**config.mk**
```make
export PLATFORM = sky130hd
export DESIGN_NAME = dmux_rr_sched
export DESIGN_NICKNAME = d
export VERILOG_FILES = /design/src/rtl/dmux_rr_sched_pkg.sv /design/src/rtl/dmux_rr_sched_rr_pick.sv /design/src/rtl/dmux_rr_sched.sv
export SDC_FILE = /design/constraint.sdc
export NUM_CORES = 1
export LEC_CHECK = 0
export CAP_MARGIN = 20
export CORE_ASPECT_RATIO = 0.9
export CORE_MARGIN = 1
export CORE_UTILIZATION = 50
export DETAILED_ROUTE_END_ITERATION = 10
export PLACE_DENSITY = 0.79
export SLEW_MARGIN = 20
export SYNTH_ARGS = -nofsm -noshare
export SYNTH_HDL_FRONTEND = slang
export SYNTH_HIERARCHICAL = 1
export SYNTH_SLANG_ARGS = --single-unit
export TNS_END_PERCENT = 20
```
**constraint.sdc**
```tcl
create_clock -name clk -period 7 [get_ports clk]
set_input_delay 1.4 -clock clk [delete_from_list [all_inputs] [get_ports clk]]
set_output_delay 1.4 -clock clk [all_outputs]
set_load 0.02 [all_outputs]
```
**src/rtl/dmux_rr_sched_pkg.sv**
```systemverilog
// Shared types and constants for the demux dispatch scheduler.
package dmux_rr_sched_pkg;

  localparam int unsigned NCH = 3;
  localparam logic [1:0] SEL_NONE = 2'b11;

  typedef enum logic {
    ST_EMPTY = 1'b0,
    ST_HELD  = 1'b1
  } state_t;

  // One-hot channel valid from a demux select; SEL_NONE maps to all zeros.
  function automatic logic [NCH-1:0] sel_onehot(input logic [1:0] sel);
    logic [NCH-1:0] oh;
    oh = '0;
    if (sel != SEL_NONE) oh[sel] = 1'b1;
    return oh;
  endfunction

endpackage

```
**src/rtl/dmux_rr_sched_rr_pick.sv**
```systemverilog
// Finds the first enabled channel strictly after ptr, scanning 0,1,2 with wrap.
module dmux_rr_sched_rr_pick
  import dmux_rr_sched_pkg::*;
(
  input  logic [1:0]     ptr,
  input  logic [NCH-1:0] en,
  output logic [1:0]     sel,
  output logic           found
);

  // Scan farthest-first so the nearest enabled channel is the last to win.
  always_comb begin
    logic [1:0] idx;
    idx   = '0;
    sel   = SEL_NONE;
    found = 1'b0;
    for (int unsigned i = NCH; i >= 1; i--) begin
      idx = 2'((32'(ptr) + i) % NCH);
      if (en[idx]) begin
        sel   = idx;
        found = 1'b1;
      end
    end
  end

endmodule

```
**src/rtl/dmux_rr_sched.sv**
```systemverilog
// Single-word dispatch scheduler driving a 1-to-3 demux: round-robin or fixed
// channel pick, per-channel delivery counters and a sticky stall watchdog.
module dmux_rr_sched
  import dmux_rr_sched_pkg::*;
#(
  parameter int unsigned DW        = 16,
  parameter int unsigned CNT_W     = 8,
  parameter int unsigned STALL_MAX = 255
)
(
  input  logic             clk,
  input  logic             rst_n,
  input  logic             in_valid,
  output logic             in_ready,
  input  logic [DW-1:0]    in_data,
  input  logic             mode,
  input  logic [1:0]       fix_sel,
  input  logic [NCH-1:0]   chan_en,
  input  logic [NCH-1:0]   sink_ready,
  output logic [DW-1:0]    dmx_in,
  output logic [1:0]       dmx_sel,
  output logic [NCH-1:0]   out_valid,
  output logic [CNT_W-1:0] cnt0,
  output logic [CNT_W-1:0] cnt1,
  output logic [CNT_W-1:0] cnt2,
  output logic             stall_err,
  input  logic             err_clr
);

  localparam int unsigned SW = 16;

  state_t           state_q, state_d;
  logic [DW-1:0]    data_q, data_d;
  logic [1:0]       sel_q, sel_d;
  logic [NCH-1:0]   ov_q, ov_d;
  logic [1:0]       ptr_q, ptr_d;
  logic [CNT_W-1:0] cnt_q [NCH];
  logic [CNT_W-1:0] cnt_d [NCH];
  logic [SW-1:0]    stall_q, stall_d;
  logic             err_q, err_d;

  logic       held, deliver, load;
  logic [1:0] pick_ptr, pick_sel, tgt_sel;
  logic       pick_found, tgt_found;

  assign held    = (state_q == ST_HELD);
  assign deliver = held && |(sink_ready & ov_q);

  // Pointer used for the next pick already reflects a delivery this cycle.
  assign pick_ptr = (deliver && !mode) ? sel_q : ptr_q;

  dmux_rr_sched_rr_pick u_rr_pick (
    .ptr   (pick_ptr),
    .en    (chan_en),
    .sel   (pick_sel),
    .found (pick_found)
  );

  assign tgt_sel   = mode ? fix_sel : pick_sel;
  assign tgt_found = mode ? (fix_sel != SEL_NONE) : pick_found;
  assign in_ready  = tgt_found && (!held || deliver);
  assign load      = in_valid && in_ready;

  always_comb begin
    state_d = state_q;
    data_d  = data_q;
    sel_d   = sel_q;
    ov_d    = ov_q;
    ptr_d   = ptr_q;
    cnt_d   = cnt_q;
    stall_d = stall_q;
    err_d   = err_q;

    if (deliver) begin
      for (int unsigned i = 0; i < NCH; i++) begin
        if (ov_q[i]) cnt_d[i] = cnt_q[i] + CNT_W'(1);
      end
      if (!mode) ptr_d = sel_q;
      stall_d = '0;
    end else if (held) begin
      stall_d = (stall_q == '1) ? stall_q : stall_q + SW'(1);
      if (stall_d >= SW'(STALL_MAX)) err_d = 1'b1;
    end

    if (load) begin
      state_d = ST_HELD;
      data_d  = in_data;
      sel_d   = tgt_sel;
      ov_d    = sel_onehot(tgt_sel);
    end else if (deliver) begin
      state_d = ST_EMPTY;
      sel_d   = SEL_NONE;
      ov_d    = '0;
    end

    if (err_clr) begin
      stall_d = '0;
      err_d   = 1'b0;
    end
  end

  always_ff @(posedge clk or negedge rst_n) begin
    if (!rst_n) begin
      state_q <= ST_EMPTY;
      data_q  <= '0;
      sel_q   <= SEL_NONE;
      ov_q    <= '0;
      ptr_q   <= 2'd2;
      for (int unsigned i = 0; i < NCH; i++) cnt_q[i] <= '0;
      stall_q <= '0;
      err_q   <= 1'b0;
    end else begin
      state_q <= state_d;
      data_q  <= data_d;
      sel_q   <= sel_d;
      ov_q    <= ov_d;
      ptr_q   <= ptr_d;
      cnt_q   <= cnt_d;
      stall_q <= stall_d;
      err_q   <= err_d;
    end
  end

  assign dmx_in    = data_q;
  assign dmx_sel   = sel_q;
  assign out_valid = ov_q;
  assign cnt0      = cnt_q[0];
  assign cnt1      = cnt_q[1];
  assign cnt2      = cnt_q[2];
  assign stall_err = err_q;

endmodule
```
== Yosys cells after proc, flatten, opt, wreduce, memory -nomap -nowiden ==
Cells that the tools add are included.
Widths: inputs -> output; s select.

* Reduce and logical (&&, ||, !) cells: 18
* Magnitude comparators: 6
* Eq/ne operators: 4
* Divide/modulo/power cells: 3
* Mux-type cells: 32
* Bitwise operators: 2
* Add/subtract/negate cells: 7

{| class="wikitable"
|+ Operators with widths
! cell !! count
|-
| $mod 32x2->32 const B || 3
|-
| $mux 16 || 4
|-
| $add 8x1->8 const B || 3
|-
| $add 16x1->16 const B || 1
|-
| $eq 16x16->1 const B || 1
|-
| $ge 16x8->1 const B || 1
|-
| $mux 1 || 14
|-
| $mux 2 || 7
|-
| $lt 2x3->1 const B || 4
|-
| $mux 3 || 3
|-
| $reduce_and 2->1 || 4
|-
| $add 2x2->3 const B || 2
|-
| $bmux 1 s2 || 3
|-
| $ne 2x2->1 const B || 3
|-
| $reduce_bool 2->1 || 3
|-
| $logic_and 1x1->1 || 5
|-
| $add 2x1->3 const B || 1
|-
| $and 3x3->3 || 1
|-
| $reduce_and 3->1 || 1
|-
| $reduce_bool 3->1 || 1
|-
| $reduce_or 3->1 || 1
|-
| $demux 1 s2 || 1
|-
| $ge 2x1->1 const B || 1
|-
| $logic_not 1->1 || 2
|-
| 2 further kinds || 2
|}

* Bits in registers: 65
* Bits of input ports: 29
* Output and inout port bits: 47

== Depth between registers and ports, before layout ==
* Depth after elaboration: 19
* Depth in mapped cells: 18
* Depth with buffers taken out: 15

== Cells and area by module ==
The synthesis kept the hierarchy.

{| class="wikitable"
|+ By module, submodules not included
! module !! area an instance (um2) !! times used !! cells an instance
|-
| dmux_rr_sched || 3,168.0 || 1 || 336
|-
| dmux_rr_sched_rr_pick || 216.5 || 1 || 33
|}

== Worst setup path before layout ==
OpenSTA, ideal clock, no wires.

* Path type: in2out
* Start: in sink_ready[0]
* End: out in_ready
* Stages on the path: 13
* Data required time: 5,600 ps
* Arrival time: 4,024 ps
* Path buffers: 1
* Path slack: 1,576 ps
* Cell sequence: a222oi_1 nand2b_1 nor2_1 mux2_2 inv_1 ha_1 buf_6 o22ai_1 nand2_1 nand3_1 or3_1 nor2_1 a211oi_1

* Longest elaborated chain between the ends: 14
* Elaborated cells between the ends (all ways): 23

{| class="wikitable"
|+ RTL lines
! element !! line !! RTL
|-
| start: declaration || dmux_rr_sched.sv:19 || <nowiki>input logic [NCH-1:0] sink_ready,</nowiki>
|-
| $and 3x3->3 (*) || dmux_rr_sched.sv:47 || <nowiki>assign deliver = held && |(sink_ready & ov_q);</nowiki>
|-
| $reduce_or 3->1 (*) || dmux_rr_sched.sv:47 ||
|-
| $logic_and 1x1->1 (*) || dmux_rr_sched.sv:47 ||
|-
| $logic_and 1x1->1 (*) || dmux_rr_sched.sv:50 || <nowiki>assign pick_ptr = (deliver && !mode) ? sel_q : ptr_q;</nowiki>
|-
| $mux 2 (*) || dmux_rr_sched.sv:50 ||
|-
| named net pick_ptr[0] || dmux_rr_sched.sv:43 || <nowiki>logic [1:0] pick_ptr, pick_sel, tgt_sel;</nowiki>
|-
| $add 2x2->3 || dmux_rr_sched_rr_pick.sv:18 || <nowiki>idx = 2'((32'(ptr) + i) % NCH);</nowiki>
|-
| $mod 32x2->32 || dmux_rr_sched_rr_pick.sv:18 ||
|-
| $bmux 1 s2 || dmux_rr_sched_rr_pick.sv:19 || <nowiki>if (en[idx]) begin</nowiki>
|-
| $mux 1 (not written as such) || dmux_rr_sched_rr_pick.sv:19 ||
|-
| $mux 1 (2 in series) || dmux_rr_sched_rr_pick.sv:19 ||
|-
| $mux 1 (*) || dmux_rr_sched_rr_pick.sv:19 ||
|-
| named net pick_found || dmux_rr_sched.sv:44 || <nowiki>logic pick_found, tgt_found;</nowiki>
|-
| $mux 1 (*) || dmux_rr_sched.sv:60 || <nowiki>assign tgt_found = mode ? (fix_sel != SEL_NONE) : pick_found;</nowiki>
|-
| $logic_and 1x1->1 (*) || dmux_rr_sched.sv:61 || <nowiki>assign in_ready = tgt_found && (!held || deliver);</nowiki>
|-
| end: declaration || dmux_rr_sched.sv:14 || <nowiki>output logic in_ready,</nowiki>
|}

Mark *: on every way through the listed nets, which the timed path passes. The rest lies on a longest branch. The select of a mux whose other input is x is not followed.

== Final worst setup path ==
Ends and elaborated chain as after synthesis.

==> impl_metrics.json <==
{
  "status": "finished clean",
  "synth_top_area_cell": "dfrtp_1",
  "htreeDepth": 3,
  "synth_warnings": 6,
  "whs_path_depth": 1,
  "crit_type": "in2out",
  "die_area_sq_um": 7100,
  "root_buffer": "clkbuf_8",
  "grt_pass1_vias": 2843,
  "synth.distinct_cells": 50,
  "drtIter0Drc": 256,
  "min_period_over_period_pct": 91.8,
  "syn_inst": 369,
  "finalClockSkew_ns": 0.00589,
  "synth-seq-cells": 65,
  "path_clk_slew_ns": 0.07,
  "rsz0062_at_grt": "no",
  "grt_overflow_total": 0,
  "start_kind": "primary input",
  "firstDrtPassIters": 5,
  "reg2reg_depth": 16,
  "gp_congestion": 0.892,
  "synth-edff-count": 0,
  "slew_headroom_pct": 47.0,
  "crit_arrival_ns": 5.03,
  "nNetsFinal": 477,
  "min-delay-path-class": "reg2reg",
  "cap_violations": 0,
  "ios": 76,
  "worstSetupEndpointType": "primary output",
  "layout_common_cells": "nand2_1, clkdlybuf4s50_1, dfrtp_1",
  "place_hpwl_mm": 5.57,
  "synth.top_cell.area_share_pct": 45.8,
  "numCtsBuffers": 9,
  "holdWs_ns": 0.467,
  "path_cells": "clkdlybuf4s50_1 > a222oi_1 > buf_4 > nand2b_1 > nor2_1 > mux2_2 > inv_1 > ha_1 > nor2b_1 > o21ai_1 > nand3_1 > or3_1 > nor2_1 > a211oi_1 > clkdlybuf4s50_1",
  "vias_per_cell": 5.61,
  "worstMarginPinSlew_ns": 0.795,
  "grtUsageTotal_pct": 24.0,
  "p_per_area_nw_per_um2": 351,
  "synth_nets": 406,
  "setup_tns_ns": 0,
  "final_max_slew_viol_count": 0,
  "grt_pass1_wl_mm": 13.0,
  "drive_above_1_share_pct": 7.43,
  "io_buffers": 75,
  "initial_core_util_pct": 51.7,
  "setup_viol": 0,
  "core-area_sq_um": 6550,
  "grt_max_degree": 66,
  "mostFrequentLayoutCell": "nand2_1",
  "drtAntennaViolNets": 0,
  "syn_area_sq_um": 3380,
  "ys_seq_area_share_pct": 48.2,
  "diodes": 0,
  "avgSynthCellArea_sq_um": 9.17,
  "crit_required_ns": 5.60,
  "cpPeakStageDelay_ns": 0.69,
  "drc_errors": 0,
  "post_drt_wl_per_cell_um": 14.7,
  "period_needed_ns": 6.43,
  "ys_top_cells_by_area": "dfrtp_1, nand2_1, o21ai_0, xnor2_1, xor2_1",
  "total_power_mw": 1.53,
  "rows": 28,
  "drt_wl_total_mm": 7.85,
  "die_h_um": 80.1,
  "clk_latency_ns": 0.34,
  "final_hold_viol_count": 0,
  "tritoncts": "done",
  "ir_drop_uv": 223,
  "ys.flop_type": "dfrtp_1",
  "power.leakage_nw": 1.89,
  "async_flop_share_pct": 100,
  "areaGrowthSynthToFinish_pct": 28.7,
  "antenna_found_initial": 0,
  "post_cts.repair.setup_buffers": 0,
  "die_w_um": 88.7,
  "vias": 2994,
  "slowest_stage": "clkdlybuf4s50_1",
  "hold_buffers": 0,
  "critPathMaxFanout": 12,
  "cts_resized": 0,
  "clockBufferDepth": 2,
  "max_freq_mhz": 156,
  "cts.sinks": 65
}
## critical path, delay by kind of cell
| kind | cells | cell delay, ns |
|---|---|---|
| buffers and inverters | 4 | 1.36 |
| and+or+nand+nor | 6 | 0.74 |
| adders and majority gates | 1 | 0.48 |
| AOI/OAI and AO/OA | 3 | 0.78 |
| muxes | 1 | 0.28 |
## stage by stage
step	setup WS [ns]	util [%]	instances	area, sq um
4_1_cts	0.601	66.5	534	4360
6_report	0.571	66.5	534	4360
5_1_grt	0.341	66.5	534	4360
3_5_place_dp	0.609	63.7	519	4170
3_3_place_gp	0.804	63.7	519	4170
2_1_floorplan	1.58	-	369	3380
## worst paths after layout
check                                          from                endpoint  slack, ns
hold reg to reg                 cnt2[7]$_DFFE_PN0P_     cnt2[7]$_DFFE_PN0P_       0.47
setup reg to reg           out_valid[0]$_DFFE_PN0P_  dmx_sel[1]$_DFFE_PN1P_       2.98
hold / removal                  cnt2[7]$_DFFE_PN0P_     cnt2[7]$_DFFE_PN0P_       0.47
min in group asynchronous                     rst_n     cnt0[6]$_DFFE_PN0P_       1.23
setup / recovery                      sink_ready[0]                in_ready       0.57
max in group asynchronous                     rst_n  stall_q[2]$_DFFE_PN0P_       5.25
## kinds of logic after synthesis
group	count (synthesis)	synth area share [%]
simple gates	174	24.2
compound gates	66	12.4
flops	65	48.2
xor+xnor	24	6.21
buf+inv	23	3.18
mux	9	2.88
fa+ha+maj	8	2.96
## sequential cells by signal, summed over array words and instances (netlist names)
name,cells
cnt0,8
cnt1,8
cnt2,8
dmx_in,16
dmx_sel,2
held,1
out_valid,3
ptr_q,2
stall_err,1
stall_q,16
## layer usage
metal	GRT usage, %	vias to the layer above	wire length (um)
met1	31.6	1419	3490
met3	6.58	10	490
met5	0	-	0
met4	7.74	0	76
met2	38.2	123	3790
li1	-	1442	-
## power by group
group	switching [mW]	leakage [nW]	internal (mW)
sequential	0.0811	0.857	0.472
clock	0.144	0.0909	0.160
combinational	0.375	0.941	0.298
## layout make-up
type | count | area, sq um
clock buffers | 9 | 124
clock inverters | 6 | 60.1
fillers | 543 | 2190
inverters | 6 | 22.5
multi-input cells | 281 | 1650
flip-flops and latches | 65 | 1630
well taps | 90 | 113
repair buffers | 77 | 761
## Yosys cell counts, drive strengths merged (4+ instances only)
library cell,instances
buf,11
inv,6
o21ai,25
nand4,15
nand3,16
and3,4
nor2b,5
clkbuf,6
ha,8
a21oi,12
a31oi,7
nor2,24
xor2,12
xnor2,12
nor3,10
mux2,6
nand2,80
and4,4
dfrtp,62
Note: power is estimated with default switching activity, not from simulation.
